<file path="config.mk">
export PLATFORM = sky130hd
export DESIGN_NAME = ram_2_port_ctrl
export DESIGN_NICKNAME = d
export VERILOG_FILES = /design/src/rtl/ram_2_port_ctrl.sv
export SDC_FILE = /design/constraint.sdc
export NUM_CORES = 1
export LEC_CHECK = 0
export CAP_MARGIN = 20
export CORE_UTILIZATION = 65
export DETAILED_ROUTE_END_ITERATION = 10
export HOLD_SLACK_MARGIN = 0.1
export PLACE_DENSITY = 0.82
export SLEW_MARGIN = 20
export SYNTH_ARGS = -nofsm -noshare
export SYNTH_HDL_FRONTEND = slang
export SYNTH_SLANG_ARGS = --single-unit
</file>
<file path="constraint.sdc">
create_clock -name clock -period 4.8 [get_ports clock]
set_clock_uncertainty 0.15 [all_clocks]
set_input_delay 0.72 -clock clock [delete_from_list [all_inputs] [get_ports clock]]
set_output_delay 0.72 -clock clock [all_outputs]
set_load 0.005 [all_outputs]
</file>
<file path="src/rtl/ram_2_port_ctrl.sv">
// Dual-port RAM with a post-reset clear sweep, edge-qualified writes,
// an auto-increment write pointer and a selectable read-during-write policy.
module ram_2_port_ctrl #(
  parameter int DATA_WIDTH = 8,
  parameter int ADDR_WIDTH = 5,
  parameter int BYPASS     = 1,
  parameter int EDGE_WRITE = 1
) (
  input  logic                  clock,
  input  logic                  reset,
  input  logic [DATA_WIDTH-1:0] data,
  input  logic [ADDR_WIDTH-1:0] rdaddress,
  input  logic [ADDR_WIDTH-1:0] wraddress,
  input  logic                  wren,
  input  logic                  auto_inc,
  output logic [DATA_WIDTH-1:0] q,
  output logic [ADDR_WIDTH-1:0] wr_ptr,
  output logic                  busy,
  output logic [15:0]           wr_count
);

  localparam int DEPTH = 2 ** ADDR_WIDTH;

  typedef enum logic {
    CLEAR,
    IDLE
  } state_t;

  state_t                  state;
  state_t                  next_state;
  logic [ADDR_WIDTH-1:0]   clr_addr;
  logic                    wren_d;
  logic                    write_fire;
  logic [ADDR_WIDTH-1:0]   wa;
  logic [DATA_WIDTH-1:0]   mem [DEPTH];

  always_ff @(posedge clock or posedge reset) begin
    if (reset) begin
      state <= CLEAR;
    end else begin
      state <= next_state;
    end
  end

  // The sweep ends once the top address has been zeroed; IDLE is left only by reset.
  always_comb begin
    next_state = state;
    write_fire = 1'b0;
    case (state)
      CLEAR: begin
        if (clr_addr == '1) begin
          next_state = IDLE;
        end
      end
      IDLE: begin
        write_fire = (EDGE_WRITE != 0) ? (wren & ~wren_d) : wren;
      end
      default: begin
        next_state = CLEAR;
      end
    endcase
  end

  assign wa   = auto_inc ? wr_ptr : wraddress;
  assign busy = (state == CLEAR);

  always_ff @(posedge clock or posedge reset) begin
    if (reset) begin
      clr_addr <= '0;
      wren_d   <= 1'b0;
      wr_ptr   <= '0;
      wr_count <= '0;
    end else begin
      wren_d <= wren;
      if (state == CLEAR) begin
        clr_addr <= clr_addr + 1'b1;
      end
      if (write_fire) begin
        wr_count <= wr_count + 16'd1;
        if (auto_inc) begin
          wr_ptr <= wr_ptr + 1'b1;
        end
      end
    end
  end

  // Storage has no reset; a write coinciding with reset is suppressed.
  always_ff @(posedge clock) begin
    if (!reset) begin
      if (state == CLEAR) begin
        mem[clr_addr] <= '0;
      end else if (write_fire) begin
        mem[wa] <= data;
      end
    end
  end

  // Reads return zero during the sweep; same-address bypass only when enabled.
  always_ff @(posedge clock or posedge reset) begin
    if (reset) begin
      q <= '0;
    end else if (state == CLEAR) begin
      q <= '0;
    end else if ((BYPASS != 0) && write_fire && (wa == rdaddress)) begin
      q <= data;
    end else begin
      q <= mem[rdaddress];
    end
  end

endmodule

</file>
# Yosys cells after proc, flatten, opt, wreduce, memory -nomap -nowiden
# Memory sizes are Yosys's and may differ from the RTL's.
# Index checks and enable logic that the tools add are counted.
# classes
addsub,3
n_eq_ne,2
muxes,16
bitwise_logic,3
reduce_logical,3
# op_table
operator,n
two-way mux 8 bit,3
"adder 16 x 1 -> 16 bit, second input constant",1
two-way mux 1 bit,11
"adder 5 x 1 -> 5 bit, second input constant",2
two-way mux 5 bit,2
OR reduction 8 bit,1
== test 5 bit,1
"== test 5 bit, second input constant",1
inverter 1 bit,2
AND reduction 2 bit,1
AND 1 bit,1
logical AND 1 bit,1
# totals
regBits,36
ramBits,256
in_bits,22
output_inout_bits,30
elab_cells,34
memories,1
# memory_table
memory,depth,word_bits,rd,rd_clocked_by_memory_dff,wr,line_no,rtl
mem,32,8,1,0,1,35,logic [DATA_WIDTH-1:0] mem [DEPTH];

# Depth between registers and ports, before layout
# Gate-level depths: netlist (run 1).
# logic_depth
depth_word,9
mapped_depth,8
mapped_depth_nobuf,5

# Worst setup path after synthesis (run 1)
# OpenSTA, ideal clock, no wires.
# synth_timing
path_type,input -> register
startpoint,input port wren
endpoint,"memory mem[29][0], enable pin"
setup_ns,0.370
arrival_time_ns,2.126
required_time_ns,4.280
setup_slack_ns,2.154
stages,6
n_path_buf,1
path_cell_list,nor4bb_1 > buf_2 > mux2_2 > nor2_1 > nand2_1 > nor2_1
# synth_between
elab_chain_len,8
elab_cells_between_ends,9
classes_between,mux: 7; bitwise: 1; reduce/logical: 1
# synth_lines
item,line_no,rtl
from (decl),14,"input logic wren,"
AND 1 bit *,56,write_fire = (EDGE_WRITE != 0) ? (wren & ~wren_d) : wren;
two-way mux 1 bit *,49,case (state)
two-way mux 1 bit *,92,end else if (write_fire) begin
two-way mux 1 bit *,90,if (state == CLEAR) begin
two-way mux 1 bit *,89,if (!reset) begin
two-way mux 1 bit (implied by the code) *,93,mem[wa] <= data;
OR reduction 8 bit (no source line),n/a,
two-way mux 5 bit (no source line) or two-way mux 1 bit (tied branches),n/a,
to (decl),35,
# Every way passes the cells marked *; elsewhere a longest branch is shown, timed or not.

# Worst setup path in the final report (run 1)
# layout_timing
startpoint,register state
endpoint,"memory mem[11][5], enable pin"
# layout_between
elab_chain_len,7
elab_cells_between_ends,11
classes_between,mux: 10; reduce/logical: 1
# layout_lines
item,line_no,rtl
from (decl),29,state_t state;
from (signal assigned),41,state <= next_state;
two-way mux 1 bit,49,
two-way mux 1 bit,92,
two-way mux 1 bit,90,
two-way mux 1 bit,89,
two-way mux 1 bit (implied by the code),93,
OR reduction 8 bit (no source line),n/a,
two-way mux 5 bit (no source line) or two-way mux 1 bit (tied branches),n/a,
# Several ways; a longest one is shown, not always the timed one.

==> run_results.csv, run 1 <==
group,metric,value,unit
clock_tree,postCtsSetupBuffers,0,
sta,min_period,3.43,ns
synth,syn_inst,623,
layout,nNetsFinal,716,
layout,register_area,8590,um^2
grt,grt-ovfl-total,0,
detailed_routing,first_iter_violations,894,
synth,synth.cell_area,11700,um^2
sta,finalCritPeriodShare,71.4,%
clock_tree,cts_hold_buf,0,
floorplanning,design.core.area,17500,um^2
sta,clock.fmax,0.292,GHz
layout,syn2layout_area_growth,15.4,%
synth,ys_seq_area_share,73.2,%
synth,yosys.area.top_type,"edfxtp_1",
detailed_routing,num_vias,6429,
power_and_ir_drop,p_leak,4.63,nW
clock_tree,cts_buffers,28,
detailed_routing,dr.pass1.iters,7,
min_path,worstHoldPathType,"reg -> reg",
synth,ys_ff_latch,292,
floorplanning,io_pins,52,
synth,synth_edf_count,256,
clock_tree,clock-sinks,292,
critical_path,crit_fanout,17,
synth,synth_common_cells,"edfxtp_1 (256), mux4_2 (62), nor2_1 (49)",
sta,tns,0,ns
detailed_routing,wl,27300,um
grt,grt_pass1_wl,40700,um
placed_design,dp_hpwl,16700,um
grt,antenna_found_initial,0,
clock_tree,cts_tree,"done",
status,status,"complete, no violations",
grt,first_global_vias,6470,
floorplanning,rows,48,
placed_design,gp_congestion,0.957,
clock_tree,cts_buffer_depth,3,
critical_path,crit_path_start_kind,"register",
sta,finalMaxSlewViolations,0,
critical_path,crit_type,"reg -> reg",
clock_tree,insertion_delay,0.54,ns
synth,syn-num-nets,649,
sta,setup_viol,0,
floorplanning,die_height,136,um
layout,final_cell_count_no_fill,937,
detailed_routing,drc,0,
power_and_ir_drop,irDropWorstVdd,0.000424,V
critical_path,worstSetupEndpointType,"register",
power_and_ir_drop,p_per_area,416,nW/um^2
synth,syn_area_per_cell,18.8,um^2
sta,slew_headroom,41.5,%
grt,grtUsageTotal,31.1,%
sta,rsz0062_at_grt,"false",
synth,yosysMostFrequentCell,"edfxtp_1",
synth,synth_area_leaders,"edfxtp_1 (66%), mux4_2 (12%), dfrtp_1 (7.7%), nor2_1 (1.6%), xnor2_1 (1.5%)",
floorplanning,initial_core_util,67.1,%
detailed_routing,drt-vias-per-instance,6.86,
critical_path,crit_arrival,3.44,ns
synth,synth_cell_types,49,
placed_design,dp.cells,885,
clock_tree,clock-root-buffer,"clkbuf_16",
sta,finalHoldViolCount,0,
clock_tree,path_clk_slew,0.06,ns
sta,worst_pin_slew,0.877,ns
clock_tree,cts-resized-gates,0,
synth,synth_top_area_share,65.5,%
synth,yosysWarningCount,0,
layout,drive_gt1_share,22.1,%
synth,yosys_most_used_dff,"edfxtp_1",
layout,multiInputGateArea,2970,um^2
grt,grt_max_degree,33,
placed_design,port_buffers,51,
synth,synthArstFlopShare,12.3,%
layout,fillCellCount,872,
floorplanning,die_area,18600,um^2
floorplanning,die_w,136,um
detailed_routing,ant_nets,0,
clock_tree,cts-htree-levels,1,
detailed_routing,post_drt_wl_per_cell,29.1,um
flow_run,maxCapViolations,0,
critical_path,crit_required,4.82,ns
layout,antenna_cells,0,
==> final timing paths <==
check / start / to / cells after the start / slack (ns)
worst max register to register: state$_DFF_PP0_ / mem[11][5]$_DFFE_PP_ / 5 / 1.37
min in group asynchronous: reset / wr_ptr[4]$_DFFE_PP0P_ / 2 / 0.39
worst min register to register: wr_count[15]$_DFFE_PP0P_ / wr_count[15]$_DFFE_PP0P_ / 1 / 0.33
worst min-delay path: wr_count[15]$_DFFE_PP0P_ / wr_count[15]$_DFFE_PP0P_ / 1 / 0.33
max in group asynchronous: reset / wr_count[8]$_DFFE_PP0P_ / 3 / 3.44
worst max-delay path: state$_DFF_PP0_ / mem[11][5]$_DFFE_PP_ / 5 / 1.37
==> cell usage in the layout, fill, tap and decap left out, types with 4 or more instances in the layout <==
master	netlist	final
nand4_1	4	4
o22ai_1	12	12
clkbuf_8	0	4
xnor2_1	20	20
dfrtp_1	36	36
mux2i_1	15	15
nand3_1	10	10
clkdlybuf4s50_1	0	48
and3_1	5	5
and2_1	10	10
a21oi_1	9	9
ha_1	4	4
mux2_2	11	11
a22o_2	5	5
bufinv_16	0	5
o31ai_1	4	4
clkbuf_16	0	29
clkinvlp_4	0	5
nor2_1	49	49
buf_4	4	12
nand2_1	25	25
mux4_2	62	62
xor2_1	6	6
o221ai_1	5	5
clkinv_4	0	4
edfxtp_1	256	256
a211oi_1	7	7
inv_1	6	6
nor2b_1	5	5
==> state kept, by name, summed over array words and instances, names as in the netlist <==
name / flops
q: 8
clr_addr: 5
state: 1
wr_ptr: 5
wren_d: 1
wr_count: 16
mem: 256
==> cell families after synthesis <==
logic type               Yosys count  share of synthesized area [%]
adder cells (fa/ha/maj)            4                          0.427
flip-flops                       292                           73.2
XOR/XNOR                          27                           2.08
buffers and inverters             35                           1.53
AO/OA/AOI/OAI                     50                           3.02
multiplexers                      89                           14.4
AND/OR/NAND/NOR                  126                           5.37
==> worst max-delay path, cell delays in order (launching register included) <==
cell      delay, ns
dfrtp_1        0.73
and3b_1        0.54
nor2_1         0.10
a211oi_1       0.36
nand2_1        0.44
nor2_1         0.73
==> per-layer routing <==
metal	share of wire, %	vias up	GRT usage, %
met1	38	3244	44.0
met5	0	-	0
met2	47	493	48.2
met3	10	79	5.63
li1	-	2613	-
met4	3.8	0	13.3
==> power breakdown <==
group	switching (mW)	internal, mW	total (mW)
registers	0.0467	2.79	2.84
logic	0.202	0.201	0.404
clock network	0.954	1.44	2.39
total	1.20	4.43	5.63
==> metrics by stage <==
step	hold WS [ns]	cell area [um^2]	util, %	total power [mW]	setup slack (ns)
final	0.327	13500	77.5	5.63	1.37
after global placement	0.312	12500	71.6	3.27	1.18
after global routing	0.348	13500	77.5	5.76	1.20
after floorplan	0.318	11700	-	3.11	2.15
after detailed placement	0.323	12500	71.6	3.28	1.11
after CTS	0.331	13500	77.5	5.64	1.51
==> final cells by class <==
class | count | area share [%]
Sequential cell | 292 | 63.4
Clock inverter | 19 | 1.85
Multi-Input combinational cell | 296 | 21.9
Tap cell | 225 | 2.08
Inverter | 6 | 0.166
Clock buffer | 33 | 5.77
Timing Repair Buffer | 66 | 4.77
(Power assumes the default switching activity.)
==> inputs of run 2 (changes only) <==
- CORE_UTILIZATION: 65 -> 60
- PLACE_DENSITY: 0.82 -> 0.76
- clock period: 4.8 -> 3.3 ns (I/O delays scaled with it)
==> run_results.csv, run 2 (synthesized netlist as in run 1, its figures left out) <==
group,metric,value,unit
layout,largest_reg_flops,256,
layout,syn2layout_area_growth,17.4,%
sta,slew_headroom,56.5,%
detailed_routing,first_iter_violations,554,
clock_tree,cts_hold_buf,0,
floorplanning,io_pins,52,
critical_path,crit_type,"reg -> reg",
layout,layout_commonest_cell,"edfxtp_1",
grt,grt-ovfl-total,0,
clock_tree,cts_tree,"done",
clock_tree,postCtsSetupBuffers,0,
layout,drive_gt1_share,25.6,%
floorplanning,die_height,142,um
detailed_routing,dr.pass1.iters,6,
grt,grtUsageTotal,26.5,%
layout,fillCellCount,1119,
layout,nNetsFinal,763,
floorplanning,die_w,142,um
placed_design,port_buffers,51,
layout,multiInputGateArea,2970,um^2
detailed_routing,post_drt_wl_per_cell,24.9,um
power_and_ir_drop,switching_share,21.4,%
floorplanning,design.core.area,19000,um^2
grt,grt_pass1_wl,38800,um
status,status,"complete, no violations",
clock_tree,cts-resized-gates,0,
detailed_routing,drc,0,
floorplanning,die_area,20100,um^2
placed_design,dp_slack,0.196,ns
power_and_ir_drop,netSwitchingPower,1.67,mW
placed_design,gp_congestion,0.916,
clock_tree,clock-root-buffer,"clkbuf_16",
layout,layout_common_cells,"edfxtp_1 (256), mux4_2 (62), buf_4 (59)",
detailed_routing,drt-vias-per-instance,6.21,
critical_path,crit_path_start_kind,"register",
grt,antenna_found_initial,0,
sta,finalMaxSlewViolations,0,
grt,first_global_vias,6493,
power_and_ir_drop,p_leak,4.83,nW
clock_tree,path_clk_slew,0.06,ns
flow_run,maxCapViolations,0,
layout,regMostFlops,"mem",
detailed_routing,num_vias,6311,
power_and_ir_drop,internal_power,6.13,mW
clock_tree,cts-htree-levels,1,
floorplanning,initial_core_util,61.9,%
floorplanning,rows,50,
power_and_ir_drop,p_per_area,566,nW/um^2
power_and_ir_drop,clkPwrFrac,39.4,%
layout,register_area,8590,um^2
layout,reg_top3,"mem (256), wr_count (16), q (8)",
power_and_ir_drop,pwr-share-seq,52.9,%
sta,setup_viol,0,
critical_path,worstSetupEndpointType,"register",
sta,worst_pin_slew,0.651,ns
sta,finalHoldViolCount,0,
critical_path,crit_required,3.39,ns
sta,rsz0062_at_grt,"false",
critical_path,crit_fanout,17,
sta,min_period,2.88,ns
clock_tree,cts_buffers,29,
sta,tns,0,ns
critical_path,reg2reg_slack,0.42,ns
detailed_routing,wl,25300,um
power_and_ir_drop,irDropWorstVdd,0.000463,V
critical_path,crit_start,"state$_DFF_PP0_",
grt,grt_max_degree,51,
critical_path,r2r-start,"state$_DFF_PP0_",
critical_path,crit_arrival,2.97,ns
sta,finalCritPeriodShare,87.2,%
clock_tree,insertion_delay,0.54,ns
placed_design,dp_hpwl,16200,um
layout,antenna_cells,0,
clock_tree,clock-sinks,292,
sta,clock.fmax,0.348,GHz
detailed_routing,ant_nets,0,
power_and_ir_drop,pwr-share-comb,7.7,%
clock_tree,cts_buffer_depth,3,
sta,setup_ws,0.423,ns
min_path,worstHoldPathType,"in -> reg",
min_path,hold_path.startpoint,"wren",
## run 2: changes by cell type in the layout (fill, tap and decap cells not counted), sizes merged
cell      change
bufinv        -3
buf          +46
clkinv        +6
clkinvlp      -4
## run 2: cell type report
type / count / area share (%)
Clock buffer: 33 / 5.38
Inverter: 6 / 0.164
Multi-Input combinational cell: 296 / 21.6
Tap cell: 260 / 2.36
Clock inverter: 18 / 1.07
Sequential cell: 292 / 62.4
Timing Repair Buffer: 112 / 7.11
## run 2: worst paths after layout
| kind | endpoint | cells past startpoint |
|---|---|---|
| worst max-delay path | mem[0][4]$_DFFE_PP_ | 7 |
| worst min-delay path | wren_d$_DFF_PP0_ | 1 |
| max in group asynchronous | wr_ptr[3]$_DFFE_PP0P_ | 3 |
| min in group asynchronous | wr_count[15]$_DFFE_PP0P_ | 2 |
| worst min register to register | wr_count[15]$_DFFE_PP0P_ | 1 |
| worst max register to register | mem[0][4]$_DFFE_PP_ | 7 |
## run 2: critical path, cell delays in order, from the launching register on
cell	delay (ns)
dfrtp_1	0.70
nor4bb_2	0.31
buf_4	0.24
mux2i_1	0.48
and2_1	0.22
nand2_1	0.10
nor2_1	0.18
buf_4	0.20
## run 2: per-layer routing
layer / track usage [%] / share of wire [%] / up-vias
met5: 0 / 0 / -
met4: 7.98 / 3.0 / 0
met3: 4.86 / 8.4 / 57
met2: 43.0 / 48 / 339
met1: 37.4 / 40 / 3209
li1: - / - / 2706
## run 2: power groups by stage
stage / Combinational (mW) / Clock, mW / Sequential [mW]
floorplan: 0.325 / 0 / 4.19
global placement: 0.578 / 0 / 4.20
detailed placement: 0.592 / 0 / 4.20
CTS: 0.601 / 3.11 / 4.13
global route: 0.642 / 3.25 / 4.13
finish: 0.598 / 3.07 / 4.13
## run 2: stage by stage
step | hold WS [ns] | power, mW | std cells | cell area, um^2 | util [%]
2_1_floorplan | 0.318 | 4.52 | 623 | 11700 | -
3_3_place_gp | 0.314 | 4.77 | 966 | 12900 | 68.0
3_5_place_dp | 0.327 | 4.79 | 966 | 12900 | 68.0
4_1_cts | 0.301 | 7.84 | 1017 | 13800 | 72.6
5_1_grt | 0.312 | 8.02 | 1017 | 13800 | 72.6
6_report | 0.315 | 7.80 | 1017 | 13800 | 72.6
==> inputs of run 3 (changes only) <==
- REMOVE_ABC_BUFFERS: not set -> 1
==> run_results.csv, run 3 (synthesized netlist as in run 1, its figures left out) <==
group,metric,value,unit
power_and_ir_drop,p_leak,4.79,nW
grt,globalRouteMet3Util,4.08,%
sta,rsz0062_at_grt,"false",
critical_path,path_cells,"clkdlybuf4s50_1 > nor4bb_2 > buf_4 > mux2_2 > nand3b_1 > nor2_1 > buf_4",
min_path,holdPathEnd,"wren_d$_DFF_PP0_",
critical_path,reg2regPathDepth,6,
grt,grtUsageTotal,26.5,%
critical_path,r2r-end,"mem[7][2]$_DFFE_PP_",
sta,min_period,2.67,ns
critical_path,cp_common_cell,"buf_4",
critical_path,max_stage_delay,0.53,ns
sta,clock.fmax,0.375,GHz
clock_tree,postCtsSetupBuffers,0,
critical_path,crit_fanout,16,
floorplanning,rows,50,
layout,reg_top3,"mem (256), wr_count (16), q (8)",
clock_tree,cts_buffer_depth,3,
grt,grt_max_degree,35,
clock_tree,clock-sinks,292,
critical_path,crit_arrival,2.76,ns
critical_path,critPathSlowestCell,"clkdlybuf4s50_1",
critical_path,reg2reg_slack,0.75,ns
clock_tree,cts-resized-gates,0,
grt,grt-ovfl-total,0,
floorplanning,die_area,20100,um^2
clock_tree,clock-root-buffer,"clkbuf_16",
power_and_ir_drop,p_per_area,552,nW/um^2
critical_path,crit_path_start_kind,"input port",
layout,final_cell_count_no_fill,1020,
critical_path,crit_type,"in -> reg",
floorplanning,design.core.area,19000,um^2
flow_run,maxCapViolations,0,
placed_design,gp_congestion,0.912,
layout,antenna_cells,0,
layout,syn2layout_area_growth,16.9,%
detailed_routing,drc,0,
placed_design,dp_hpwl,16600,um
placed_design,port_buffers,51,
clock_tree,cts_hold_buf,0,
status,status,"complete, no violations",
grt,grt.met2_usage,42.6,%
layout,final_cell_area,13700,um^2
clock_tree,cts_tree,"done",
layout,drive_gt1_share,24.7,%
sta,setup_viol,0,
detailed_routing,post_drt_wl_per_cell,25.0,um
grt,grt_busiest_layer,"met2",
critical_path,crit_required,3.39,ns
detailed_routing,dr.pass1.iters,5,
floorplanning,die_height,142,um
sta,finalHoldViolCount,0,
critical_path,r2r-start,"wren_d$_DFF_PP0_",
sta,finalCritPeriodShare,80.9,%
layout,largest_reg_flops,256,
critical_path,worstSetupEndpointType,"register",
layout,layout_common_cells,"edfxtp_1 (256), buf_4 (66), mux4_2 (62)",
layout,fillCellCount,1131,
sta,finalMaxSlewViolations,0,
placed_design,placed_area,12900,um^2
sta,slew_headroom,43.3,%
clock_tree,path_clk_slew,0.06,ns
grt,antenna_found_initial,0,
layout,regMostFlops,"mem",
clock_tree,insertion_delay,0.53,ns
sta,worst_pin_slew,0.850,ns
layout,layout_commonest_cell,"edfxtp_1",
grt,first_global_vias,6477,
power_and_ir_drop,irDropWorstVdd,0.000446,V
detailed_routing,wl,25500,um
clock_tree,cts_buffers,28,
sta,whs,0.324,ns
clock_tree,cts-htree-levels,1,
floorplanning,initial_core_util,61.9,%
detailed_routing,num_vias,6402,
detailed_routing,drt-vias-per-instance,6.28,
min_path,worstHoldPathType,"in -> reg",
floorplanning,die_w,142,um
floorplanning,io_pins,52,
layout,fin_util,72.3,%
detailed_routing,ant_nets,0,
layout,nNetsFinal,767,
placed_design,dp.cells,971,
min_path,hold_path.startpoint,"wren",
grt,grt_use_met1,37.2,%
detailed_routing,first_iter_violations,774,
grt,grt_pass1_wl,38400,um
min_path,min_delay_path_depth,1,
-- run 3: metrics by stage --
stage / worst slack [ns] / total power, mW / setup TNS, ns
6_report: 0.630 / 7.57 / 0
5_1_grt: 0.561 / 7.80 / 0
4_1_cts: 0.687 / 7.60 / 0
3_5_place_dp: 0.163 / 4.80 / 0
3_3_place_gp: 0.225 / 4.77 / 0
2_1_floorplan: -0.0211 / 4.47 / -1.48
-- run 3: area by class of cell --
| cell class | instances | area (um^2) | area share (%) |
|---|---|---|---|
| Sequential cell | 292 | 8590 | 62.6 |
| Clock buffer | 38 | 759 | 5.54 |
| Timing Repair Buffer | 117 | 1010 | 7.34 |
| Multi-Input combinational cell | 296 | 2970 | 21.6 |
| Tap cell | 260 | 325 | 2.37 |
| Inverter | 6 | 22.5 | 0.164 |
| Clock inverter | 11 | 43.8 | 0.319 |
-- run 3: critical path, delay by kind of cell --
| family | cells | cell delay, ns |
|---|---|---|
| buffers and inverters | 3 | 0.99 |
| and+or+nand+nor | 3 | 0.84 |
| muxes | 1 | 0.41 |
-- run 3: worst max path at each step --
stage / to / startpoint
3_5_place_dp: mem[7][2]$_DFFE_PP_ / reset
3_3_place_gp: mem[7][2]$_DFFE_PP_ / reset
2_1_floorplan: mem[31][0]$_DFFE_PP_ / state$_DFF_PP0_
4_1_cts: mem[7][0]$_DFFE_PP_ / reset
6_report: mem[7][2]$_DFFE_PP_ / reset
5_1_grt: mem[7][0]$_DFFE_PP_ / reset
-- run 3: report_power, final --
part	switching [mW]	internal [mW]	leakage [nW]
clock	1.25	1.59	0.390
combinational	0.288	0.306	1.54
sequential	0.0678	4.06	2.86
-- run 3: routing by layer --
layer / share of wire (%) / wire length [um]
met1: 38 / 9810
met5: 0 / 0
met2: 49 / 12500
met4: 3.6 / 921
met3: 8.9 / 2270
